--- src/rtl/store_result_tx.sv ---
// Snoops core store transactions, buffers captured words in a small FIFO and
// ships each word MSB-byte-first over a UART 8N1 line; the all-ones word ends the run.
module store_result_tx #(
    parameter int unsigned CLKS_PER_BIT = 434,
    parameter int unsigned DEPTH_LOG2   = 3,
    parameter bit          FILTER_EN    = 1'b0,
    parameter logic [31:0] RESULT_ADDR  = 32'h0000_0000
) (
    input  logic                  clk,
    input  logic                  nrst,
    input  logic [31:0]           data_addr,
    input  logic [31:0]           data_out,
    input  logic                  data_write,
    output logic                  tx,
    output logic                  busy,
    output logic                  done,
    output logic                  overflow,
    output logic [DEPTH_LOG2:0]   fifo_count
);
    localparam int unsigned        DEPTH    = 1 << DEPTH_LOG2;
    localparam int unsigned        CNT_W    = $clog2(CLKS_PER_BIT);
    localparam logic [DEPTH_LOG2:0] CNT_FULL = {1'b1, {DEPTH_LOG2{1'b0}}};
    localparam logic [31:0]        SENTINEL = 32'hFFFF_FFFF;

    typedef enum logic [1:0] {IDLE, START, DATA, STOP} state_t;

    state_t                 state, state_next;
    logic [CNT_W-1:0]       bit_cnt, bit_cnt_next;
    logic [2:0]             bit_idx, bit_idx_next;
    logic [1:0]             byte_idx, byte_idx_next;
    logic [31:0]            shreg, shreg_next;
    logic                   word_is_sent, word_is_sent_next;
    logic                   tx_next, done_set, tick;

    logic                   write_d, sentinel_seen;
    logic [31:0]            mem [DEPTH];
    logic [DEPTH_LOG2-1:0]  wr_ptr, rd_ptr;
    logic                   addr_ok, capture, full, pop, push, drop;

    // Capture on the rising edge of the store strobe only
    assign addr_ok = !FILTER_EN || (data_addr == RESULT_ADDR);
    assign capture = data_write && !write_d && addr_ok && !sentinel_seen;
    assign full    = (fifo_count == CNT_FULL);
    assign pop     = (state == IDLE) && (fifo_count != '0) && !done;
    assign push    = capture && (!full || pop);
    assign drop    = capture && full && !pop;
    assign tick    = (bit_cnt == CNT_W'(CLKS_PER_BIT - 1));

    always_ff @(posedge clk or negedge nrst) begin
        if (!nrst) begin
            write_d       <= 1'b0;
            sentinel_seen <= 1'b0;
            wr_ptr        <= '0;
            rd_ptr        <= '0;
            fifo_count    <= '0;
            overflow      <= 1'b0;
        end else begin
            write_d <= data_write;
            if (capture && (data_out == SENTINEL))
                sentinel_seen <= 1'b1;
            if (push)
                wr_ptr <= wr_ptr + 1'b1;
            if (pop)
                rd_ptr <= rd_ptr + 1'b1;
            case ({push, pop})
                2'b10:   fifo_count <= fifo_count + 1'b1;
                2'b01:   fifo_count <= fifo_count - 1'b1;
                default: fifo_count <= fifo_count;
            endcase
            if (drop)
                overflow <= 1'b1;
        end
    end

    always_ff @(posedge clk) begin
        if (push)
            mem[wr_ptr] <= data_out;
    end

    // Bit timer restarts on every state and bit boundary, so timing never drifts
    always_comb begin
        state_next        = state;
        bit_cnt_next      = bit_cnt + 1'b1;
        bit_idx_next      = bit_idx;
        byte_idx_next     = byte_idx;
        shreg_next        = shreg;
        word_is_sent_next = word_is_sent;
        done_set          = 1'b0;
        tx_next           = 1'b1;
        case (state)
            IDLE: begin
                bit_cnt_next = '0;
                if (pop) begin
                    shreg_next        = mem[rd_ptr];
                    word_is_sent_next = (mem[rd_ptr] == SENTINEL);
                    byte_idx_next     = 2'd0;
                    state_next        = START;
                end
            end
            START: begin
                if (tick) begin
                    bit_cnt_next = '0;
                    bit_idx_next = 3'd0;
                    state_next   = DATA;
                end
            end
            DATA: begin
                if (tick) begin
                    bit_cnt_next = '0;
                    if (bit_idx == 3'd7)
                        state_next = STOP;
                    else
                        bit_idx_next = bit_idx + 1'b1;
                end
            end
            STOP: begin
                if (tick) begin
                    bit_cnt_next = '0;
                    if (byte_idx != 2'd3) begin
                        byte_idx_next = byte_idx + 1'b1;
                        shreg_next    = {shreg[23:0], 8'h00};
                        state_next    = START;
                    end else begin
                        done_set   = word_is_sent;
                        state_next = IDLE;
                    end
                end
            end
            default: state_next = IDLE;
        endcase
        // Current byte always sits in the top 8 bits of the shift register
        case (state_next)
            START:   tx_next = 1'b0;
            DATA:    tx_next = shreg_next[{2'b11, bit_idx_next}];
            default: tx_next = 1'b1;
        endcase
    end

    always_ff @(posedge clk or negedge nrst) begin
        if (!nrst) begin
            state        <= IDLE;
            bit_cnt      <= '0;
            bit_idx      <= 3'd0;
            byte_idx     <= 2'd0;
            word_is_sent <= 1'b0;
            tx           <= 1'b1;
            busy         <= 1'b0;
            done         <= 1'b0;
        end else begin
            state        <= state_next;
            bit_cnt      <= bit_cnt_next;
            bit_idx      <= bit_idx_next;
            byte_idx     <= byte_idx_next;
            word_is_sent <= word_is_sent_next;
            tx           <= tx_next;
            busy         <= (state_next != IDLE);
            if (done_set)
                done <= 1'b1;
        end
    end

    always_ff @(posedge clk) begin
        shreg <= shreg_next;
    end

endmodule

--- config.mk ---
export PLATFORM = sky130hd
export DESIGN_NAME = store_result_tx
export DESIGN_NICKNAME = d
export VERILOG_FILES = /design/src/rtl/store_result_tx.sv
export SDC_FILE = /design/constraint.sdc
export NUM_CORES = 1
export LEC_CHECK = 0
export CORE_MARGIN = 8
export CORE_UTILIZATION = 40
export DETAILED_ROUTE_END_ITERATION = 8
export PLACE_DENSITY = 0.6
export SKIP_LAST_GASP = 1
export SLEW_MARGIN = 20
export SYNTH_ARGS = -nofsm -noshare
export SYNTH_HDL_FRONTEND = slang
export SYNTH_SLANG_ARGS = --single-unit
--- constraint.sdc ---
create_clock -name clk -period 5.2 [get_ports clk]
set_clock_uncertainty 0.15 [all_clocks]
set_input_delay 0.78 -clock clk [delete_from_list [all_inputs] [get_ports clk]]
set_output_delay 0.78 -clock clk [all_outputs]
set_load 0.02 [all_outputs]
==> results of run 1 <==
==> cells by family after synthesis <==
kind of cell	after synthesis
xor gates and xnor gates	15
adders and majority gates	14
buffers and inverters	44
AOI/OAI and AO/OA	70
DFF	321
and+or+nand+nor	140
muxes	95
==> cell type report <==
class	count	area share, %
clock buffers	47	6.46
clock inverters	16	0.872
inverters	13	0.327
multi-input cells	334	22.1
flip-flops and latches	321	63.0
well taps	402	3.37
repair buffers	62	3.85
==> layer usage <==
metal | share of wire (%) | vias to the layer above | GRT usage [%]
met5 | 0.041 | - | 0
met4 | 1.7 | 2 | 4.10
met3 | 4.9 | 39 | 2.77
met2 | 50 | 176 | 24.1
met1 | 43 | 3467 | 18.7
li1 | - | 2938 | -
==> stage by stage <==
stage	setup WS, ns	util [%]
after detailed placement	1.11	43.8
after floorplan	0.620	-
after global placement	1.32	43.8
after global routing	0.739	47.3
final	1.11	47.3
after CTS	1.09	47.3
==> state kept, by name (all words and copies together), names as in the netlist, 2 cells and up <==
| signal | count |
|---|---|
| mem | 256 |
| shreg | 32 |
| bit_cnt | 9 |
| fifo_count | 4 |
| bit_idx | 3 |
| rd_ptr | 3 |
| wr_ptr | 3 |
| byte_idx | 2 |
| state | 2 |
==> synth_stat cells (4+ instances only) <==
| cell type | count | area share, % |
|---|---|---|
| a21oi_1 | 13 | 0.51 |
| mux4_2 | 64 | 11 |
| nand4_1 | 11 | 0.54 |
| dfxtp_1 | 8 | 1.2 |
| o21ai_0 | 25 | 0.97 |
| nor2_1 | 32 | 0.94 |
| mux2i_1 | 30 | 2.3 |
| xor2_1 | 6 | 0.41 |
| nand3_1 | 7 | 0.27 |
| inv_1 | 12 | 0.35 |
| nor3_1 | 18 | 0.70 |
| buf_2 | 16 | 0.62 |
| xnor2_1 | 9 | 0.61 |
| nor4_1 | 8 | 0.39 |
| edfxtp_1 | 280 | 65 |
| ha_1 | 13 | 1.3 |
| nand2b_1 | 6 | 0.29 |
| nor2b_1 | 5 | 0.24 |
| nand2_1 | 38 | 1.1 |
| clkbuf_1 | 11 | 0.32 |
| dfrtp_1 | 32 | 6.2 |
| o221ai_1 | 4 | 0.27 |
| o31ai_1 | 4 | 0.23 |
==> how the worst min path moves through the flow <==
stage / depth (start not counted) / to / slack, ns / from
after CTS: 1 / shreg[31] / 0.35 / shreg[31]
after floorplan: 2 / word_is_sent / 0.29 / word_is_sent
final: 1 / shreg[31] / 0.34 / shreg[31]
after global placement: 1 / shreg[26] / 0.33 / shreg[26]
after global routing: 1 / shreg[31] / 0.36 / shreg[31]
after detailed placement: 1 / shreg[24] / 0.33 / shreg[24]
==> worst register-to-register path, delay by kind of cell, from the launching register on <==
family / cells / cell delay, ns
AND/OR/NAND/NOR: 5 / 2.14
adder cells (fa/ha/maj): 1 / 0.60
flip-flops: 1 / 0.43
buffers and inverters: 2 / 0.47
==> power by group through the flow <==
stage	clock network, mW	registers (mW)	logic (mW)
after floorplan	0	3.12	0.195
after global placement	0	3.10	0.419
after detailed placement	0	3.12	0.436
after CTS	2.41	3.06	0.437
after global routing	2.50	3.08	0.467
final	2.36	3.06	0.428
==> out/summary.txt, run 1 <==
number of port buffers: 42
vias per cell: 5.54
Placeable Area: 31600 sq um
xor/xnor share of the synthesized area: 1.02%
Reg2Reg Depth: 8
FF-to-FF setup slack: 1.11 ns
Clk pwr share: 40.3%
nets@finish: 849
mux contribution to synthesized area: 13.6%
Worst-Skew Late Latency: 0.53 ns
Iter 0 DRT Violations: 436
largest net degree at the start of global routing: 39
Slowest Stage Delay on Critical Path: 0.70 ns
clk buf depth: 3
worst path cell trace: inv_1 -> ha_1 -> nand2b_1 -> nand3_1 -> nor3b_1 -> nand2_1 -> nor2_4 -> buf_4
Data arrival, critical path: 4.16 ns
Seq/Total Area, Yosys: 73.2%
antenna cells: 0
Synth Warn #: 0
PwrDens: 392 nW/um^2
Fmax: 245 MHz
Switch Pwr: 1.33 mW
Finished Layout Cells: 1195
sequential power share: 52.4%
CP bufs+invs: 2
I/O pin cnt: 75
adder-cell share of the synthesized area: 1.42%
post-route cell area: 14900 sq um
origin of the worst setup path: state[1]
root buf cell: clkbuf_16
GPL Wtd Cong: 0.772
Worst setup endpoint: mem[7][26]
CP startpoint kind: flop
Max rail drop VDD: 0.257 mV
FF+latch count, synth: 321
worst hold margin: 0.343 ns
DP Area: 13800 sq um
CTS resizes: 0
Worst-path clk slew: 0.06 ns
Post-CTS Setup Bufs: 0
Post-synth ARST share: 10.3%
detailed placer's ending HPWL: 16500 microns
reg2reg start: state[1]
Multi-input gate area: 3300 sq um
dpl cells: 1131
most frequent cells in the layout: edfxtp_1, mux4_2, clkdlybuf4s50_1
Fin Setup TNS: 0 ns
Synthesized Nets: 780
Num CTS Buffers: 36
chip height: 195 microns
synthesized cell area: 12800 sq um
global-route wire length before repair: 42000 microns
Crit. End Element: flop
Lkg Pwr: 4.83 nW
gr ovfl total: 0
DRC viols: 0
switching part of the total: 22.7%
Synth Area in Compound Gates: 3.62%
Area Overhead vs Synth: 16.2%
Tcrit/Tclk final: 78.6%
total power draw: 5.85 mW
internal cell power: 4.52 mW
htree depth: 2
Tot GR Track Use: 14.3%
Die Wd: 195 microns
WL/cell: 22.7 microns
Via Count: 6622
Slew HR: 36.3%
EDFF count, synth: 280
initial core utilization: 40.7%
fraction of layout cells with a size suffix above 1: 19.3%
status: complete, no violations
largest family of logic cells by synthesized area: multiplexers
Filler Cells Inserted: 2630
CP delay by family, top: simple AND/OR/NAND/NOR gates
number of global-route vias before repair: 7143
max-cap check violation count: 0
max-slew violations: 0
WL final: 27100 microns
Hold Path Class: reg2reg
combinational share of power: 7.3%
Initial DRT Pass Iterations: 5
Post-Syn Instances: 699
Period minus WS final: 4.09 ns
row cnt: 65
Setup-failing EPs final: 0
Crit Path Category: reg2reg
hold buffer count at CTS: 0
RSZ-0062 raised after global routing: no
Crit-path slowest cell: nor2_4
die area: 38100 sq um
Hold Fails Final Rpt: 0
worst-path maximum fanout: 20
syn avg cell area: 18.4 sq um
ys flop type: edfxtp_1
CTS sink count: 321
R2R Path End: mem[7][26]
critical path depth: 8
Slew @ Worst Pin: 0.955 ns
antenna violations before repair: 1
Routed Antenna Nets: 0
worst endpoint required time: 5.28 ns
most common cell after layout, fill and taps aside: edfxtp_1
Synth Area in Simple Gates: 5.54%
Yosys cell types: 60
TritonCTS clock tree: done
FF/Latch Area: 9400 sq um
(Power assumes the default switching activity.)
==> run 2, diff against run 1 <==
--- a/config.mk
+++ b/config.mk
@@ -8,7 +8,7 @@
 export CORE_MARGIN = 8
 export CORE_UTILIZATION = 40
 export DETAILED_ROUTE_END_ITERATION = 8
-export PLACE_DENSITY = 0.6
+export PLACE_DENSITY = 0.62
 export SKIP_LAST_GASP = 1
 export SLEW_MARGIN = 20
 export SYNTH_ARGS = -nofsm -noshare
==> constraint.sdc (replaced) <==
create_clock -name clk -period 3.3 [get_ports clk]
set_clock_uncertainty 0.15 [all_clocks]
set_input_delay 0.495 -clock clk [delete_from_list [all_inputs] [get_ports clk]]
set_output_delay 0.495 -clock clk [all_outputs]
set_load 0.02 [all_outputs]
==> out/summary.txt, run 2 (synthesis gave the netlist of run 1 again) <==
status: complete, no violations
Hold Fails Final Rpt: 0
largest register by flop count: mem
vias per cell: 5.60
largest net degree at the start of global routing: 34
Worst-path clk slew: 0.05 ns
Period minus WS final: 2.87 ns
max-slew violations: 0
CP bufs+invs: 0
number of global-route vias before repair: 7117
htree depth: 2
chip height: 195 microns
dpl cells: 1136
Placeable Area: 31600 sq um
I/O pin cnt: 75
hold buffer count at CTS: 0
Worst-Skew Late Latency: 0.53 ns
Iter 0 DRT Violations: 645
WL final: 27900 microns
clk buf depth: 3
Lkg Pwr: 4.88 nW
DRC viols: 0
initial core utilization: 40.7%
PwrDens: 612 nW/um^2
detailed placer's ending HPWL: 17000 microns
Tot GR Track Use: 14.7%
nets@finish: 853
worst path cell trace: or4b_4 -> or3_1 -> nor3b_2 -> a21oi_1 -> o221ai_1 -> nand3_1 -> o311a_1 -> a31oi_1
CTS resizes: 0
global-route wire length before repair: 42600 microns
CTS sink count: 321
Die Wd: 195 microns
fraction of layout cells with a size suffix above 1: 19.8%
CP delay by family, top: simple AND/OR/NAND/NOR gates
antenna cells: 0
Tcrit/Tclk final: 86.9%
Crit Path Category: reg2reg
RSZ-0062 raised after global routing: no
Area Overhead vs Synth: 17.1%
most common cell after layout, fill and taps aside: edfxtp_1
Slowest Stage Delay on Critical Path: 0.61 ns
Num CTS Buffers: 36
row cnt: 65
number of port buffers: 42
Routed Antenna Nets: 0
Max rail drop VDD: 0.433 mV
WL/cell: 23.2 microns
Largest regs: mem x256, shreg x32, bit_cnt x9
worst endpoint required time: 3.57 ns
Crit. End Element: flop
worst-path maximum fanout: 7
CP startpoint kind: flop
Via Count: 6721
antenna violations before repair: 1
total power draw: 9.21 mW
most frequent cells in the layout: edfxtp_1, mux4_2, clkdlybuf4s50_1
worst hold margin: 0.240 ns
die area: 38100 sq um
Slew @ Worst Pin: 0.654 ns
Finished Layout Cells: 1201
Fmax: 349 MHz
Filler Cells Inserted: 2610
max-cap check violation count: 0
Data arrival, critical path: 3.14 ns
Initial DRT Pass Iterations: 7
Setup-failing EPs final: 0
root buf cell: clkbuf_16
Crit-path slowest cell: or4b_4
Hold Path Class: in2async
TritonCTS clock tree: done
Post-CTS Setup Bufs: 0
GPL Wtd Cong: 0.799
Slew HR: 55.2%
Largest register FFs: 256
gr ovfl total: 0
## run 2: cell types whose count changed in the layout (fill, tap and decap cells not counted), sizes merged
cell,before,now
clkbuf,47,50
buf,20,24
clkinvlp,1,0
## run 2: power breakdown
part / switching [mW] / leakage (nW) / internal, mW / total, mW
registers: 0.121 / 3.01 / 4.71 / 4.83
logic: 0.440 / 1.34 / 0.282 / 0.723
clock network: 1.54 / 0.524 / 2.12 / 3.66
total: 2.11 / 4.88 / 7.11 / 9.21
## run 2: metal layers
layer	wire length, microns	GRT usage (%)
met5	13	0
met3	1540	2.92
met2	13800	24.6
met1	11800	18.8
met4	762	5.28
## run 2: worst paths after layout
kind / startpoint / to / slack (ns) / depth (start not counted)
setup reg to reg: bit_cnt[2] / tx / 0.43 / 8
min in group clk: data_write / write_d / 0.32 / 1
hold / removal: nrst / fifo_count[0] / 0.24 / 2
hold reg to reg: overflow / overflow / 0.34 / 2
max in group asynchronous: nrst / tx / 2.42 / 2
setup / recovery: bit_cnt[2] / tx / 0.43 / 8
## run 2: layout make-up
class                   instances  area (sq um)  share of cell area (%)
flip-flops and latches        321          9400                    62.5
multi-input cells             334          3320                    22.0
clock buffers                  50           953                    6.34
repair buffers                 66           701                    4.66
well taps                     402           503                    3.34
clock inverters                15           123                   0.815
inverters                      13          48.8                   0.324
## run 2: through the flow
stage	cell area, sq um	setup WS [ns]	utilization (%)	setup TNS (ns)
final	15000	0.431	47.7	0
after global placement	14000	0.303	44.3	0
after detailed placement	14000	0.216	44.3	0
after CTS	15000	0.383	47.7	0
after global routing	15000	0.265	47.7	0
after floorplan	12900	-0.428	-	-100.75
## run 2: worst register-to-register path, delay by kind of cell (launching register included)
kind             cells  cell delay, ns
AND/OR/NAND/NOR      4            1.48
AO/OA/AOI/OAI        4            0.72
flip-flops           1            0.41
==> run 3, diff against run 2 <==
--- a/config.mk
+++ b/config.mk
@@ -7,8 +7,9 @@
 export LEC_CHECK = 0
 export CORE_MARGIN = 8
 export CORE_UTILIZATION = 40
+export CTS_CLUSTER_DIAMETER = 150
 export DETAILED_ROUTE_END_ITERATION = 8
-export PLACE_DENSITY = 0.62
+export PLACE_DENSITY = 0.6
 export SKIP_LAST_GASP = 1
 export SLEW_MARGIN = 20
 export SYNTH_ARGS = -nofsm -noshare
==> constraint.sdc (replaced) <==
create_clock -name clk -period 2.75 [get_ports clk]
set_clock_uncertainty 0.15 [all_clocks]
set_input_delay 0.4125 -clock clk [delete_from_list [all_inputs] [get_ports clk]]
set_output_delay 0.4125 -clock clk [all_outputs]
set_load 0.02 [all_outputs]
==> out/summary.txt, run 3 (synthesis gave the netlist of run 1 again) <==
Initial DRT Pass Iterations: 5
FF-to-FF setup slack: 0.08 ns
Max rail drop VDD: 0.416 mV
R2R Path End: tx
PwrDens: 748 nW/um^2
Crit Path Category: reg2reg
Hold Path Class: in2async
die area: 38100 sq um
htree depth: 2
Lkg Pwr: 5.06 nW
Worst-path clk slew: 0.06 ns
Iter 0 DRT Violations: 532
number of port buffers: 42
CTS sink count: 321
post-route cell area: 15400 sq um
antenna violations before repair: 0
max-slew violations: 0
max-cap check violation count: 0
Routed Antenna Nets: 0
antenna cells: 0
clk buf depth: 3
row cnt: 65
Die Wd: 195 microns
status: complete, no violations
reg2reg start: bit_cnt[2]
DP Area: 14200 sq um
worst endpoint required time: 3.04 ns
GPL Wtd Cong: 0.766
Fin Setup TNS: 0 ns
initial core utilization: 40.7%
Via Count: 6668
Worst-Skew Late Latency: 0.52 ns
RSZ-0062 raised after global routing: yes
dpl cells: 1154
worst-path maximum fanout: 6
most frequent cells in the layout: edfxtp_1, mux4_2, clkdlybuf4s50_1
Slew @ Worst Pin: 0.632 ns
number of global-route vias before repair: 7142
Reg2Reg Depth: 8
Setup-failing EPs final: 0
TritonCTS clock tree: done
root buf cell: clkbuf_16
total power draw: 11.5 mW
largest register by flop count: mem
WL final: 27600 microns
chip height: 195 microns
nets@finish: 871
CP startpoint kind: flop
Period minus WS final: 2.67 ns
Finished Layout Cells: 1217
Crit. End Element: flop
vias per cell: 5.48
detailed placer's ending HPWL: 16800 microns
global-route wire length before repair: 42300 microns
Area Overhead vs Synth: 20.3%
WL/cell: 22.7 microns
Data arrival, critical path: 2.96 ns
gr ovfl total: 0
largest net degree at the start of global routing: 34
Largest regs: mem x256, shreg x32, bit_cnt x9
Placeable Area: 31600 sq um
Hold Fails Final Rpt: 0
Largest register FFs: 256
fraction of layout cells with a size suffix above 1: 24.2%
most common cell after layout, fill and taps aside: edfxtp_1
Num CTS Buffers: 36
Slew HR: 57.4%
Tot GR Track Use: 14.5%
Tcrit/Tclk final: 97.2%
I/O pin cnt: 75
DRC viols: 0
Fmax: 374 MHz
-- run 3: layer usage --
layer  track usage, %  vias to the layer above  routed length, microns
met5                0                        -                       0
met4             4.63                        0                     645
met3             2.49                       47                    1190
met2             25.2                      150                   13900
met1             18.4                     3473                   11800
li1                 -                     2998                       -
-- run 3: stage by stage --
stage	util [%]	hold slack, ns	setup WS (ns)
4_1_cts	48.9	0.165	0.0585
5_1_grt	49.0	0.199	-0.0656
2_1_floorplan	-	-0.0331	-0.0938
6_report	49.0	0.159	0.0776
3_5_place_dp	45.1	0.314	-0.00199
3_3_place_gp	45.1	0.300	0.0318
-- run 3: where the power goes --
group          switching (mW)  internal, mW
Clock                    1.88          2.97
Sequential              0.153          5.65
Combinational           0.531         0.361
-- run 3: final cells by class --
cell class | instances | area, sq um
clock inverter | 23 | 285
timing repair buffer | 84 | 911
clock buffer | 40 | 916
multi-input combinational | 334 | 3380
inverter | 13 | 48.8
tap | 402 | 503
fill | 2588 | 16100
sequential | 321 | 9400
-- run 3: how the worst max path moves through the flow --
stage	cells past startpoint	to	startpoint	slack, ns
after floorplan	8	mem[1][0]	state[1]	-0.09
after global placement	11	fifo_count[3]	data_write	0.03
after global routing	8	tx	bit_cnt[2]	-0.07
final	8	tx	bit_cnt[2]	0.08
after detailed placement	11	fifo_count[3]	data_write	-0.002
after CTS	8	tx	bit_cnt[2]	0.06
-- run 3: worst max-delay path, stage by stage (launching register included) --
cell,delay (ns)
dfrtp_1,0.41
or4b_4,0.60
or3_4,0.44
nor3b_2,0.18
a21oi_1,0.06
o221ai_1,0.29
o2111ai_1,0.15
o311a_1,0.14
a31oi_1,0.17
-- run 3: timing repair --
action,CTS,global route
setup endpoints to repair,0,2
resized for setup,0,4
hold buffers,0,0
buffers inserted,0,0
